File: config.mk
export PLATFORM = sky130hd
export DESIGN_NAME = tenyr_boot_sequencer_flat
export DESIGN_NICKNAME = d
export VERILOG_FILES = /design/src/rtl/tenyr_boot_sequencer_pkg.sv /design/src/rtl/tenyr_boot_sequencer_if.sv /design/src/rtl/tenyr_sync2.sv /design/src/rtl/tenyr_boot_sequencer.sv /design/src/flat_wrapper.sv
export SDC_FILE = /design/constraint.sdc
export NUM_CORES = 1
export LEC_CHECK = 0
export BUFFER_PORTS_ARGS = -buffer_cell sky130_fd_sc_hd__buf_2
export CORE_MARGIN = 4
export CORE_UTILIZATION = 41
export DETAILED_ROUTE_END_ITERATION = 10
export GPL_TIMING_DRIVEN = 0
export SYNTH_ARGS = -nofsm -noshare
export SYNTH_HDL_FRONTEND = slang
export SYNTH_SLANG_ARGS = --single-unit
File: constraint.sdc
create_clock -name clk -period 2.02 [get_ports clk]
set_input_delay 0.202 -clock clk [delete_from_list [all_inputs] [get_ports clk]]
set_output_delay 0.202 -clock clk [all_outputs]
set_load 0.02 [all_outputs]
File: src/rtl/tenyr_boot_sequencer_pkg.sv
// Shared halt-vector defines and sequencer state encodings for the Tenyr boot sequencer.
// Optional build macro used by the top: EXT_HALT_SYNC_EN.
`ifndef TENYR_BOOT_COMMON_DEFS
`define TENYR_BOOT_COMMON_DEFS
`define HALTTYPE [1:0]
`define HALT_TENYR 0
`define HALT_EXTERNAL 1
`endif

package tenyr_boot_sequencer_pkg;

    typedef logic [2:0] seq_state_t;

    localparam logic [2:0] S_RESET    = 3'd0;
    localparam logic [2:0] S_HOLDRST  = 3'd1;
    localparam logic [2:0] S_HOLDHALT = 3'd2;
    localparam logic [2:0] S_RUN      = 3'd3;
    localparam logic [2:0] S_DONE     = 3'd4;

endpackage

File: src/rtl/tenyr_boot_sequencer_if.sv
// Core-facing bundle of the boot sequencer: external halt request in, reset/halt/status out.
interface tenyr_boot_sequencer_if #(
    parameter int CNT_W = 16
);
    logic             ext_halt_req;
    logic             core_reset_n;
    logic `HALTTYPE   halt;
    logic             running;
    logic             done;
    logic [CNT_W-1:0] run_count;

    modport master (
        input  ext_halt_req,
        output core_reset_n,
        output halt,
        output running,
        output done,
        output run_count
    );

    modport slave (
        output ext_halt_req,
        input  core_reset_n,
        input  halt,
        input  running,
        input  done,
        input  run_count
    );
endinterface

File: src/rtl/tenyr_sync2.sv
// Generic two-flop synchronizer with asynchronous active-high clear.
module tenyr_sync2 (
    input  logic clk,
    input  logic rst,
    input  logic d,
    output logic q
);
    logic meta_q, meta_d;
    logic sync_q, sync_d;

    always_comb begin
        meta_d = d;
        sync_d = meta_q;
    end

    always_ff @(posedge clk or posedge rst) begin
        if (rst) begin
            meta_q <= 1'b0;
            sync_q <= 1'b0;
        end else begin
            meta_q <= meta_d;
            sync_q <= sync_d;
        end
    end

    assign q = sync_q;
endmodule

File: src/rtl/tenyr_boot_sequencer.sv
// Staged reset/halt release for the Tenyr core with a bounded run period and done flag.
// Build option: define EXT_HALT_SYNC_EN to pass ext_halt_req through a 2-flop synchronizer.
//
// state      | meaning
// S_RESET    | just out of reset, core held in reset and halted
// S_HOLDRST  | core reset still asserted, counting RESET_CYCLES
// S_HOLDHALT | core reset released, halt held until HALT_CYCLES
// S_RUN      | core running, run_count advancing unless externally halted
// S_DONE     | PERIODS run cycles elapsed, core halted until next reset
module tenyr_boot_sequencer
    import tenyr_boot_sequencer_pkg::*;
#(
    parameter int RESET_CYCLES = 3,
    parameter int HALT_CYCLES  = 4,
    parameter int PERIODS      = 64,
    parameter int CNT_W        = 16
) (
    input  logic clk,
    input  logic reset,
    tenyr_boot_sequencer_if.master bus
);
    // Compare values are "last count before exit" so each phase lands on its absolute edge.
    localparam logic [CNT_W-1:0] RST_LAST  = CNT_W'((RESET_CYCLES < 2) ? 0 : RESET_CYCLES - 2);
    localparam logic [CNT_W-1:0] HALT_LAST = CNT_W'(HALT_CYCLES - RESET_CYCLES - 1);
    localparam logic [CNT_W-1:0] LAST_RUN  = CNT_W'((PERIODS == 0) ? 0 : PERIODS - 1);
    localparam logic [CNT_W-1:0] CNT_ONE   = CNT_W'(1);

    logic ext_src;

`ifdef EXT_HALT_SYNC_EN
    tenyr_sync2 u_ext_sync (
        .clk (clk),
        .rst (reset),
        .d   (bus.ext_halt_req),
        .q   (ext_src)
    );
`else
    assign ext_src = bus.ext_halt_req;
`endif

    seq_state_t       state_q, state_d;
    logic [CNT_W-1:0] seq_cnt_q, seq_cnt_d;
    logic [CNT_W-1:0] run_count_q, run_count_d;
    logic             core_reset_n_q, core_reset_n_d;
    logic `HALTTYPE   halt_q, halt_d;
    logic             running_q, running_d;
    logic             done_q, done_d;

    always_comb begin
        state_d     = state_q;
        seq_cnt_d   = '0;
        run_count_d = run_count_q;

        case (state_q)
            S_RESET: begin
                state_d = (RESET_CYCLES < 2) ? S_HOLDHALT : S_HOLDRST;
            end
            S_HOLDRST: begin
                seq_cnt_d = seq_cnt_q + CNT_ONE;
                if (seq_cnt_q == RST_LAST) state_d = S_HOLDHALT;
            end
            S_HOLDHALT: begin
                seq_cnt_d = seq_cnt_q + CNT_ONE;
                if (seq_cnt_q == HALT_LAST) state_d = S_RUN;
            end
            S_RUN: begin
                if (!halt_q[`HALT_EXTERNAL]) begin
                    if (PERIODS == 0) begin
                        // Unlimited mode saturates instead of wrapping.
                        if (run_count_q != '1) run_count_d = run_count_q + CNT_ONE;
                    end else begin
                        run_count_d = run_count_q + CNT_ONE;
                        if (run_count_q == LAST_RUN) state_d = S_DONE;
                    end
                end
            end
            S_DONE: begin
                state_d = S_DONE;
            end
            default: begin
                state_d = S_RESET;
            end
        endcase

        if (state_d != state_q) seq_cnt_d = '0;
    end

    // Outputs are decoded from the next state so they register alongside the state change.
    always_comb begin
        halt_d                 = '0;
        core_reset_n_d         = (state_d != S_RESET) && (state_d != S_HOLDRST);
        halt_d[`HALT_TENYR]    = (state_d != S_RUN);
        halt_d[`HALT_EXTERNAL] = (state_d == S_RUN) && ext_src;
        running_d              = (state_d == S_RUN) && !ext_src;
        done_d                 = (state_d == S_DONE);
    end

    always_ff @(posedge clk or posedge reset) begin
        if (reset) begin
            state_q             <= S_RESET;
            seq_cnt_q           <= '0;
            run_count_q         <= '0;
            core_reset_n_q      <= 1'b0;
            halt_q              <= '0;
            halt_q[`HALT_TENYR] <= 1'b1;
            running_q           <= 1'b0;
            done_q              <= 1'b0;
        end else begin
            state_q        <= state_d;
            seq_cnt_q      <= seq_cnt_d;
            run_count_q    <= run_count_d;
            core_reset_n_q <= core_reset_n_d;
            halt_q         <= halt_d;
            running_q      <= running_d;
            done_q         <= done_d;
        end
    end

    assign bus.core_reset_n = core_reset_n_q;
    assign bus.halt         = halt_q;
    assign bus.running      = running_q;
    assign bus.done         = done_q;
    assign bus.run_count    = run_count_q;
endmodule

File: src/flat_wrapper.sv
// flat-port wrapper written by rule: the top's interface ports become plain ports
module tenyr_boot_sequencer_flat import tenyr_boot_sequencer_pkg::*;
#(
    parameter int RESET_CYCLES = 3,
    parameter int HALT_CYCLES  = 4,
    parameter int PERIODS      = 64,
    parameter int CNT_W        = 16
)
  (clk, reset, bus_ext_halt_req, bus_core_reset_n, bus_halt, bus_running, bus_done, bus_run_count);
  tenyr_boot_sequencer_if #(.CNT_W(CNT_W)) bus_i ();
  input  logic clk;
  input  logic reset;
  input wire logic [$bits(bus_i.ext_halt_req)-1:0] bus_ext_halt_req;
  output wire logic [$bits(bus_i.core_reset_n)-1:0] bus_core_reset_n;
  output wire logic [$bits(bus_i.halt)-1:0] bus_halt;
  output wire logic [$bits(bus_i.running)-1:0] bus_running;
  output wire logic [$bits(bus_i.done)-1:0] bus_done;
  output wire logic [$bits(bus_i.run_count)-1:0] bus_run_count;
  assign bus_i.ext_halt_req = bus_ext_halt_req;
  assign bus_core_reset_n = bus_i.core_reset_n;
  assign bus_halt = bus_i.halt;
  assign bus_running = bus_i.running;
  assign bus_done = bus_i.done;
  assign bus_run_count = bus_i.run_count;
  tenyr_boot_sequencer #(.RESET_CYCLES(RESET_CYCLES), .HALT_CYCLES(HALT_CYCLES), .PERIODS(PERIODS), .CNT_W(CNT_W)) u_core (.clk(clk), .reset(reset), .bus(bus_i));
endmodule
==> flow_metrics.tcl, run 1 <==
set metrics [dict create \
    avgSynthCellArea_um2 10.6 \
    first_pass_iters 4 \
    critPathMaxStageDelay_ns 0.50 \
    drt_iter0_drc 87 \
    async_reset_ff_share_pct 100 \
    cts_tree "built" \
    root_buffer "clkbuf_8" \
    synth_cell_types 41 \
    yosysWarnings 0 \
    grt_max_degree 41 \
    synthFlopType "dfrtp_1" \
    cap_viol_max_count 0 \
    p_leak_nw 1.06 \
    h-tree-depth 2 \
    routedWlPerCell_um 14.3 \
    numCtsBuffers 5 \
    grt_pass1_vias 1398 \
    finalHoldViolCount 0 \
    hpwl_um 2850 \
    numClockSinks 40 \
    fp-row-count 24 \
    die_w_um 77.2 \
    irDropWorstVdd_v 0.000389 \
    maxClockFrequency_mhz 583 \
    grt_overflow_total 0 \
    start_util_pct 43.6 \
    cts_resized 0 \
    clock_latency_ns 0.29 \
    synth_area_um2 1960 \
    critPathArrivalTime_ns 1.95 \
    slew_viol_final 0 \
    port_buffers 23 \
    routed-via-count 1453 \
    period_share_pct 84.9 \
    clk_pin_slew_worst_paths_ns 0.08 \
    gp_congestion 0.919 \
    crit_fanout 6 \
    synthCells 186 \
    track_usage_pct 14.6 \
    ys_top_cells_by_area "dfrtp_1 (50%), xor2_1 (6.2%), xnor2_1 (5.4%), nand3_1 (4.1%), nor2_1 (3.1%)" \
    fin_crit_ns 1.71 \
    antenna_found_initial 0 \
    drc 0 \
    grt_pass1_wl_um 6890 \
    hold_class "in -> async" \
    rsz0062_at_grt "no" \
    wl_um 3850 \
    synth_seq_area_share_pct 51.0 \
    ios 24 \
    max_slew.worst_pin.slew_ns 0.816 \
    cp_top_family "simple AND/OR/NAND/NOR gates" \
    fin_worst_skew_ns 0.00479 \
    r2r_start "u_core.seq_cnt_q[0]$_DFF_PP0_" \
    ctsHoldBuffers 0 \
    viasPerCell 5.40 \
    diodes 0 \
    ant_nets 0 \
    cpMaxStageDelayCell "or4_1" \
    drive_above_1_share_pct 20.3 \
    core_um2 4500 \
    layout-area-overhead-vs-synth_pct 15.9 \
    crit_chain "ha_1 > and3_2 > buf_4 > nand3_1 > or4_1 > nand2_1" \
    synth_top_area_cell "dfrtp_1" \
    status "finished clean" \
    cts_setup_buffers 0 \
    setup-tns-final_ns 0 \
    p_per_area_nw_per_um2 1050 \
    start_kind "flop" \
    synth_nets 193 \
    dieArea_um2 5960 \
    clk_path_buf_depth 2 \
    final_common_cell "dfrtp_1" \
    netlist.area_leader.share_pct 49.7 \
    final_cell_mix "dfrtp_1 (39), buf_2 (24), nand3_1 (16), nor2_1 (16)" \
    nets 223 \
    critical_path_required_ns 2.25 \
    postLayoutCoreUtil_pct 50.6 \
    setup_viol 0 \
    die_y_um 77.2 \
    crit_type "reg -> reg" \
    critPathLaunch "u_core.seq_cnt_q[0]$_DFF_PP0_" \
    cp_num_buf_inv 1 \
    synth_edf_count 0 \
    end_kind "flop" \
    ys_ff_latch 40 \
    relSlewSlack_pct 45.5 \
]
## per-stage QoR
step / worst slack (ns) / hold slack (ns) / power (mW) / instance area [µm²] / cells
2_1_floorplan: 0.461 / 0.265 / 1.50 / 1960 / 186
3_3_place_gp: 0.322 / 0.366 / 1.67 / 2140 / 261
3_5_place_dp: 0.212 / 0.369 / 1.69 / 2140 / 261
4_1_cts: 0.193 / 0.0565 / 2.41 / 2270 / 269
5_1_grt: 0.110 / 0.0689 / 2.54 / 2280 / 269
6_report: 0.305 / 0.0612 / 2.39 / 2280 / 269
## state kept, by name (all words and copies together), names as in the netlist
signal	flops
u_core.bus.run_count	16
u_core.seq_cnt_q	16
u_core.state_q	3
u_core.bus.halt	2
u_core.bus.core_reset_n	1
u_core.bus.done	1
u_core.bus.running	1
## Yosys cell counts, types with 5 or more instances
master,number
xor2_1,14
nand3_1,16
a21oi_1,6
nand4_1,8
dfrtp_1,39
and3_1,5
nand2_1,14
xnor2_1,12
nor2_1,16
## layout make-up
| type | instances | area [µm²] |
|---|---|---|
| buffer | 6 | 35.0 |
| clock inverter | 1 | 30.0 |
| clock buffer | 7 | 96.3 |
| inverter | 3 | 11.3 |
| multi-input combinational | 137 | 922 |
| timing repair buffer | 23 | 115 |
| tap | 52 | 65.1 |
| sequential | 40 | 1000 |
| fill | 426 | 2230 |
## path summary, 6_finish.rpt
kind / endpoint / slack (ns) / depth (start not counted)
setup / recovery: u_core.seq_cnt_q[12]$_DFF_PP0_ / 0.31 / 6
hold / removal: u_core.bus.run_count[4]$_DFFE_PP0P_ / 0.06 / 2
setup reg to reg: u_core.seq_cnt_q[12]$_DFF_PP0_ / 0.31 / 6
hold reg to reg: u_core.bus.run_count[15]$_DFFE_PP0P_ / 0.50 / 1
max in group asynchronous: u_core.seq_cnt_q[13]$_DFF_PP0_ / 1.44 / 2
min in group clk: u_core.bus.running$_DFF_PP0_ / 0.07 / 2
## power breakdown
part	switching [mW]	internal, mW
Sequential	0.104	0.906
Clock	0.278	0.436
Combinational	0.427	0.236
## logic make-up (layout without fill, tap and decap cells)
| family | Yosys count | in the layout | share of synthesized area (%) |
|---|---|---|---|
| compound gates | 22 | 22 | 7.33 |
| xor+xnor | 26 | 26 | 11.6 |
| fa+ha+maj | 4 | 4 | 2.55 |
| buf+inv | 9 | 40 | 2.36 |
| flops | 40 | 40 | 51.0 |
| simple gates | 85 | 85 | 25.2 |
## metal layers
layer / GRT usage (%) / part of all wire (%) / vias to the layer above
met1: 20.7 / 49 / 690
li1: - / - / 720
met3: 4.33 / 5.1 / 6
met2: 20.8 / 44 / 37
met4: 5.34 / 1.7 / 0
met5: 0 / 0 / -
No activity file was read; power rests on OpenSTA's default activity.
==> run 2: changes to the inputs <==
==> constraint.sdc (replaced) <==
create_clock -name clk -period 1.38 [get_ports clk]
set_input_delay 0.138 -clock clk [delete_from_list [all_inputs] [get_ports clk]]
set_output_delay 0.138 -clock clk [all_outputs]
set_load 0.02 [all_outputs]
==> flow_metrics.tcl, run 2 (synthesized netlist as in run 1, its figures left out) <==
set metrics [dict create \
    status "complete, but fails checks" \
    failed_checks "negative setup slack" \
    slew_viol_final 0 \
    hpwl_um 2930 \
    finalHoldViolCount 0 \
    setup_viol 21 \
    gp_congestion 0.837 \
    end_kind "flop" \
    crit_fanout 4 \
    cap_viol_max_count 0 \
    track_usage_pct 15.4 \
    period_share_pct 114 \
    p_leak_nw 1.20 \
    dieArea_um2 5960 \
    rrSetupSlack_ns -0.19 \
    r2r-end "u_core.seq_cnt_q[0]$_DFF_PP0_" \
    drc 0 \
    maxClockFrequency_mhz 636 \
    relSlewSlack_pct 44.2 \
    clk_path_buf_depth 2 \
    first_pass_iters 4 \
    start_kind "flop" \
    hold_class "in -> async" \
    layout-area-overhead-vs-synth_pct 36.5 \
    ios 24 \
    cpMaxStageDelayCell "dfrtp_2" \
    place_inst 261 \
    grt_max_degree 41 \
    final_common_cell "dfrtp_1" \
    h-tree-depth 2 \
    irDropWorstVdd_v 0.000610 \
    die_y_um 77.2 \
    p_per_area_nw_per_um2 1420 \
    fin_worst_skew_ns 0.00790 \
    rsz0062_at_grt "yes" \
    r2r_start "u_core.seq_cnt_q[5]$_DFF_PP0_" \
    port_buffers 23 \
    hold_ws_ns 0.000793 \
    routed-via-count 1649 \
    drive_above_1_share_pct 44.8 \
    cts_tree "built" \
    multi_input_area_um2 1110 \
    die_w_um 77.2 \
    start_util_pct 43.6 \
    fin_crit_ns 1.57 \
    viasPerCell 5.63 \
    grt_overflow_total 0 \
    pre_cts_ws_ns -0.301 \
    nets 247 \
    critPathLaunch "u_core.seq_cnt_q[5]$_DFF_PP0_" \
    wl_um 4470 \
    ant_nets 0 \
    critical_path_required_ns 1.54 \
    clk_pin_slew_worst_paths_ns 0.08 \
    fp-row-count 24 \
    grt_pass1_vias 1544 \
    diodes 0 \
    root_buffer "clkbuf_8" \
    grt_pass1_wl_um 7290 \
    critPathArrivalTime_ns 1.73 \
    antenna_found_initial 0 \
    regArea_um2 1020 \
    n_fill_cell 385 \
    max_slew.worst_pin.slew_ns 0.835 \
    worst_slack_ns -0.191 \
    final_cell_mix "dfrtp_1 (24), buf_2 (23), buf_4 (23)" \
    routedWlPerCell_um 15.2 \
    crit_type "reg -> reg" \
    drt_iter0_drc 81 \
    crit_chain "nor4_4 > nand4_1 > o211ai_1 > a21oi_1" \
    instances_no_fill 293 \
    critPathMaxStageDelay_ns 0.45 \
    numCtsBuffers 5 \
    core_um2 4500 \
    clock_latency_ns 0.30 \
    numClockSinks 40 \
    worstRegToRegCells 4 \
]
-- run 2: repair_timing --
item / CTS / global route
pin swaps: 19 / 21
endpoints found under the setup margin: 32 / 32
resized for setup: 22 / 21
hold buffers: 1 / 0
buffers inserted: 15 / 11
endpoints found under the hold margin: 1 / 0
-- run 2: layout make-up --
type | instances | share of cell area, %
Timing Repair Buffer | 49 | 11.9
Sequential cell | 40 | 38.1
Inverter | 3 | 0.420
Clock inverter | 3 | 1.59
Multi-Input combinational cell | 137 | 41.5
Clock buffer | 5 | 2.57
Buffer | 4 | 1.45
Tap cell | 52 | 2.43
-- run 2: power breakdown --
group	leakage [nW]	switching [mW]	total (mW)	internal, mW
Sequential	0.504	0.191	1.53	1.34
Combinational	0.638	0.758	1.31	0.555
Clock	0.0541	0.433	0.969	0.535
-- run 2: worst max-delay path by stage --
stage                                                 to  cells past startpoint
after detailed placement   u_core.seq_cnt_q[0]$_DFF_PP0_                      4
after global placement     u_core.seq_cnt_q[2]$_DFF_PP0_                      4
final                      u_core.seq_cnt_q[0]$_DFF_PP0_                      4
after floorplan           u_core.seq_cnt_q[12]$_DFF_PP0_                      6
after CTS                  u_core.seq_cnt_q[0]$_DFF_PP0_                      4
after global routing       u_core.seq_cnt_q[0]$_DFF_PP0_                      4
-- run 2: through the flow --
step	TNS [ns]	utilization (%)	total power [mW]	instance area, µm²
after floorplan	-0.446	-	2.29	2020
after global placement	-10.11	48.9	2.55	2200
after detailed placement	-3.64	48.9	2.59	2200
after CTS	-1.54	55.5	3.70	2500
after global routing	-4.11	59.5	4.05	2680
final	-1.63	59.5	3.82	2680
-- run 2: critical path: cells and delay by family, from the launching register on --
family,cells,cell delay [ns]
compound gates,2,0.47
simple gates,2,0.52
flops,1,0.45
-- run 2: routing by layer --
layer	up-vias	global-route usage, %	wire length [µm]
li1	773	-	-
met1	833	18.4	1860
met2	34	25.5	2360
met3	9	4.22	161
met4	0	7.65	81
met5	-	0	0
